==> src/rtl/mem_port_arbiter.sv <==
// mem_port_arbiter: round-robin two-port sequencer for an asynchronous RW-strobed memory
module mem_port_arbiter #(
    parameter int AW = 3,
    parameter int DW = 8
) (
    input  logic          clk,
    input  logic          rst_n,
    input  logic          a_req,
    input  logic          a_we,
    input  logic [AW-1:0] a_addr,
    input  logic [DW-1:0] a_wdata,
    output logic          a_ack,
    input  logic          b_req,
    input  logic          b_we,
    input  logic [AW-1:0] b_addr,
    input  logic [DW-1:0] b_wdata,
    output logic          b_ack,
    output logic [DW-1:0] rdata,
    output logic          busy,
    output logic          mem_rw,
    output logic [AW-1:0] mem_addr,
    output logic [DW-1:0] mem_wdata,
    input  logic [DW-1:0] mem_rdata
);
    typedef enum logic [2:0] {IDLE, SETUP, WR, HOLD, RD, DONE} state_t;
    state_t state;
    logic   win;
    logic   we_q;
    logic   last_b;
    logic   gnt_b;
    // B wins only when A is silent or A was served last
    assign gnt_b = b_req & (~a_req | ~last_b);
    always_ff @(posedge clk) begin
        if (!rst_n) begin
            state     <= IDLE;
            win       <= 1'b0;
            we_q      <= 1'b0;
            last_b    <= 1'b1;
            mem_rw    <= 1'b1;
            mem_addr  <= '0;
            mem_wdata <= '0;
            rdata     <= '0;
            a_ack     <= 1'b0;
            b_ack     <= 1'b0;
            busy      <= 1'b0;
        end else begin
            a_ack <= 1'b0;
            b_ack <= 1'b0;
            case (state)
                IDLE: if (a_req | b_req) begin
                    win       <= gnt_b;
                    we_q      <= gnt_b ? b_we : a_we;
                    mem_addr  <= gnt_b ? b_addr : a_addr;
                    mem_wdata <= gnt_b ? b_wdata : a_wdata;
                    last_b    <= gnt_b;
                    busy      <= 1'b1;
                    state     <= SETUP;
                end
                SETUP: begin
                    mem_rw <= ~we_q;
                    state  <= we_q ? WR : RD;
                end
                WR: begin
                    mem_rw <= 1'b1;
                    state  <= HOLD;
                end
                HOLD: begin
                    a_ack <= ~win;
                    b_ack <= win;
                    state <= DONE;
                end
                RD: begin
                    rdata <= mem_rdata;
                    a_ack <= ~win;
                    b_ack <= win;
                    state <= DONE;
                end
                DONE: begin
                    busy  <= 1'b0;
                    state <= IDLE;
                end
                default: state <= IDLE;
            endcase
        end
    end
endmodule

==> config.mk <==
export PLATFORM = sky130hd
export DESIGN_NAME = mem_port_arbiter
export DESIGN_NICKNAME = d
export VERILOG_FILES = /design/src/rtl/mem_port_arbiter.sv
export SDC_FILE = /design/constraint.sdc
export NUM_CORES = 1
export LEC_CHECK = 0
export ABC_AREA = 1
export ABC_CLOCK_PERIOD_IN_PS = 1100
export CORE_ASPECT_RATIO = 1.2
export CORE_MARGIN = 1
export CORE_UTILIZATION = 37
export DETAILED_ROUTE_END_ITERATION = 8
export PLACE_DENSITY = 0.86
export RECOVER_POWER = 50
export SETUP_SLACK_MARGIN = 0.05
export SLEW_MARGIN = 20
export SYNTH_ARGS = -nofsm -noshare
export SYNTH_HDL_FRONTEND = slang
export SYNTH_SLANG_ARGS = --single-unit
==> constraint.sdc <==
create_clock -name clk -period 1.1 [get_ports clk]
set_input_delay 0.165 -clock clk [delete_from_list [all_inputs] [get_ports clk]]
set_output_delay 0.165 -clock clk [all_outputs]
set_load 0.005 [all_outputs]
==> flow_summary.yaml <==
sta:
  finalWorstPathRequiredPeriod_ns: 1.09
  worst_slew_margin_rel_pct: 86.1
  max_freq_mhz: 919
  timing.clock.skew_ns: 0.00331
  timing_hold_violations_final: 0
  post-route-period-util_pct: 98.9
  rsz0062_at_grt: "true"
  worst-slew-pin-transition_ns: 0.209
  report.final.setup_viol: 0
  finalMaxSlewViolations: 0
power:
  p_leak_uw: 0.00111
  power.internal_uw: 2250
  power.total_uw: 3220
  power.share.switching_pct: 30.1
  pwr-share-comb_pct: 33.0
  worst_ir_drop_vdd_mv: 0.659
  p_per_area_nw_per_um2: 1510
  p_seq_share_pct: 40.5
  pwr-share-clk_pct: 26.6
  p_sw_uw: 971
floorplanning:
  die-width_um: 56.7
  start_util_pct: 39.1
  placementRows: 23
  design.core.area_um2: 3400
  ios: 59
  fp.dieArea_um2: 3830
  floorplan.die.height_um: 67.6
drt:
  drt-vias-per-instance: 4.52
  totalWireLength_mm: 3.04
  via_count: 1418
  drt_first_pass_iters: 8
  drt-wirelength-per-cell_um: 9.68
  drc_violation_count_after_routing: 8
  initialDrtViolationCount: 34
  route.antenna.remaining_nets: 0
setup_path:
  critPathLaunchType: "flip-flop"
  crit_path_max_fanout: 12
  startpoint: "state[0]"
  critical_path_required_ns: 1.27
  timing.rr.start: "state[0]"
  class_of_the_most_critical_setup_path: "reg -> reg"
  worst_ep_arrival_time_ns: 1.25
  worst_setup_path_end_kind: "flip-flop"
job:
  maxCapViolCount: 0
global_route:
  total_grt_usage_pct: 16.6
  grt_first_pass_wirelength_mm: 4.73
  antenna_violations_before_repair: 0
  grt_remaining_overflow: 0
  maximum_number_of_pins_on_one_net_before_global_route_repair: 25
  first_global_vias: 1200
placed_design:
  dp.final_hpwl_mm: 2.24
  number_of_port_buffers: 58
  finalWeightedCongestion: 0.756
synthesis:
  synthMuxAreaShare_pct: 0
  post_synth_fa_ha_maj_area_fraction_pct: 0
  post_synthesis_simple_gate_area_fraction_pct: 39.8
  dominant_cell_type_by_area_after_synthesis: "dfxtp_1"
  share_of_the_synthesized_area_in_compound_gates_ao_oa_aoi_oai_pct: 5.37
  avgSynthCellArea_um2: 6.38
  ys_warn_count: 0
  synth.yosys.seq_area_share_pct: 43.7
  synth_top_cells_by_area: "dfxtp_1, nor2_1, nand2_1"
  synth_top_family_by_area: "simple AND/OR/NAND/NOR gates"
  yosysTopAreaCellShare_pct: 43.7
  post_synth_instance_area_um2: 1330
  post_synth_xor_area_fraction_pct: 0
  synth.lib_cells_used.distinct: 17
  synthesis.nets: 244
  synth-seq-cells: 29
  syn_inst: 208
worst_hold_path:
  hold_class: "in -> reg"
  min_from: "b_req"
clock_tree:
  htree_levels: 2
  clockRootBuffer: "clkbuf_8"
  ctsHoldBuffers: 0
  clock-sinks: 29
  worst_setup_hold_path_clk_slew_ns: 0.06
  tritoncts: "built"
  worst_skew_pair.late_latency_ns: 0.27
  numCtsBuffers: 5
  clock_path_buffers: 2
final_layout:
  drive_gt1_share_pct: 12.3
  num_antenna_cells: 0
  post_layout_utilization_of_the_core_pct: 62.7
  num-nets-final: 313
  area_delta_synth_final_pct: 60.5
outcome:
  status: "finished with violations"
  violations: "DRC"
==> synth_stat cells <==
library cell / number
a21oi_1: 3
nand3_4: 1
nand2_1: 58
o21ai_0: 10
buf_4: 1
nand2_2: 2
buf_2: 1
nand3_1: 4
buf_6: 1
dfxtp_1: 29
inv_1: 30
nor2_4: 2
nand4_1: 1
clkbuf_1: 3
nor2_1: 60
o22ai_1: 1
and2_1: 1
==> routing by layer <==
layer  share of wire [%]  up-vias  wire [um]  global-route usage [%]
met1                  40      603       1210                    14.9
met4                 3.3        0         99                    9.06
met5                   0        -          0                       0
li1                    -      757          -                       -
met2                  49       49       1500                    31.0
met3                 7.6        9        230                    7.66
==> metrics by stage <==
stage	instances	worst slack, ns	area, um^2	setup TNS, ns	hold slack (ns)
2_1_floorplan	208	0.0189	1330	0	0.292
3_3_place_gp	306	-0.255	2010	-3.87	0.432
3_5_place_dp	306	-0.330	2010	-5.05	0.430
4_1_cts	313	-0.00209	2080	-0.00395	0.438
5_1_grt	314	-0.0723	2130	-0.614	0.352
6_report	314	0.0117	2130	0	0.329
==> sequential cells by signal (all words and copies together), names as in the netlist <==
register and flops:
a_ack 1, b_ack 1, busy 1, last_b 1, mem_addr 3, mem_rw 1, mem_wdata 8, rdata 8
state 3, we_q 1, win 1
==> worst max-delay path, stage by stage, from the launching register on <==
cell     delay (ns)
dfxtp_2        0.33
nor2_4         0.13
nand2_2        0.08
nor2_4         0.11
buf_12         0.13
nand2_1        0.05
nor2_1         0.09
nor2_1         0.05
==> final timing paths <==
kind | endpoint | slack [ns] | cells after the start
hold / removal | win | 0.33 | 3
setup reg to reg | mem_addr[2] | 0.01 | 7
setup / recovery | mem_addr[2] | 0.01 | 7
hold reg to reg | a_ack | 0.43 | 1
==> layout make-up <==
cell class / instances / area [um^2]
Clock buffer: 7 / 86.3
Sequential cell: 29 / 587
Multi-Input combinational cell: 144 / 644
Timing Repair Buffer: 67 / 652
Inverter: 30 / 115
Fill cell: 332 / 1260
Tap cell: 37 / 46.3
==> cell families (layout without fill, tap and decap cells) <==
group                  after synthesis  count (layout)
flip-flops                          29              29
AND/OR/NAND/NOR                    129             130
buffers and inverters               36             104
AO/OA/AOI/OAI                       14              14
==> power by group through the flow <==
stage          combinational (uW)  clock [uW]  sequential [uW]
2_1_floorplan                 529           0             1340
3_3_place_gp                 1070           0             1320
3_5_place_dp                 1090           0             1330
4_1_cts                      1010         882             1300
5_1_grt                      1200         928             1320
6_report                     1060         856             1300
==> layout by cell type (no fill, tap or decap) <==
master,count
a21oi_1,3
and2_1,1
buf_12,2
buf_4,7
clkbuf_1,1
clkbuf_8,6
clkdlybuf4s15_1,2
clkdlybuf4s50_1,33
dfxtp_1,24
dfxtp_2,5
dlygate4sd2_1,21
dlymetal6s2s_1,2
inv_1,27
inv_2,2
inv_4,1
nand2_1,58
nand2_2,2
nand3_1,3
nand3_4,3
nand4_1,1
nor2_1,56
nor2_2,3
nor2_4,3
o21ai_0,10
o22ai_1,1
==> repair_timing <==
item	4_1_cts	5_1_grt
gates cloned	0	1
resized for setup	28	15
setup endpoints to repair	42	27
buffers inserted	0	0
pin swaps	2	4
No activity file was read; power rests on OpenSTA's default activity.
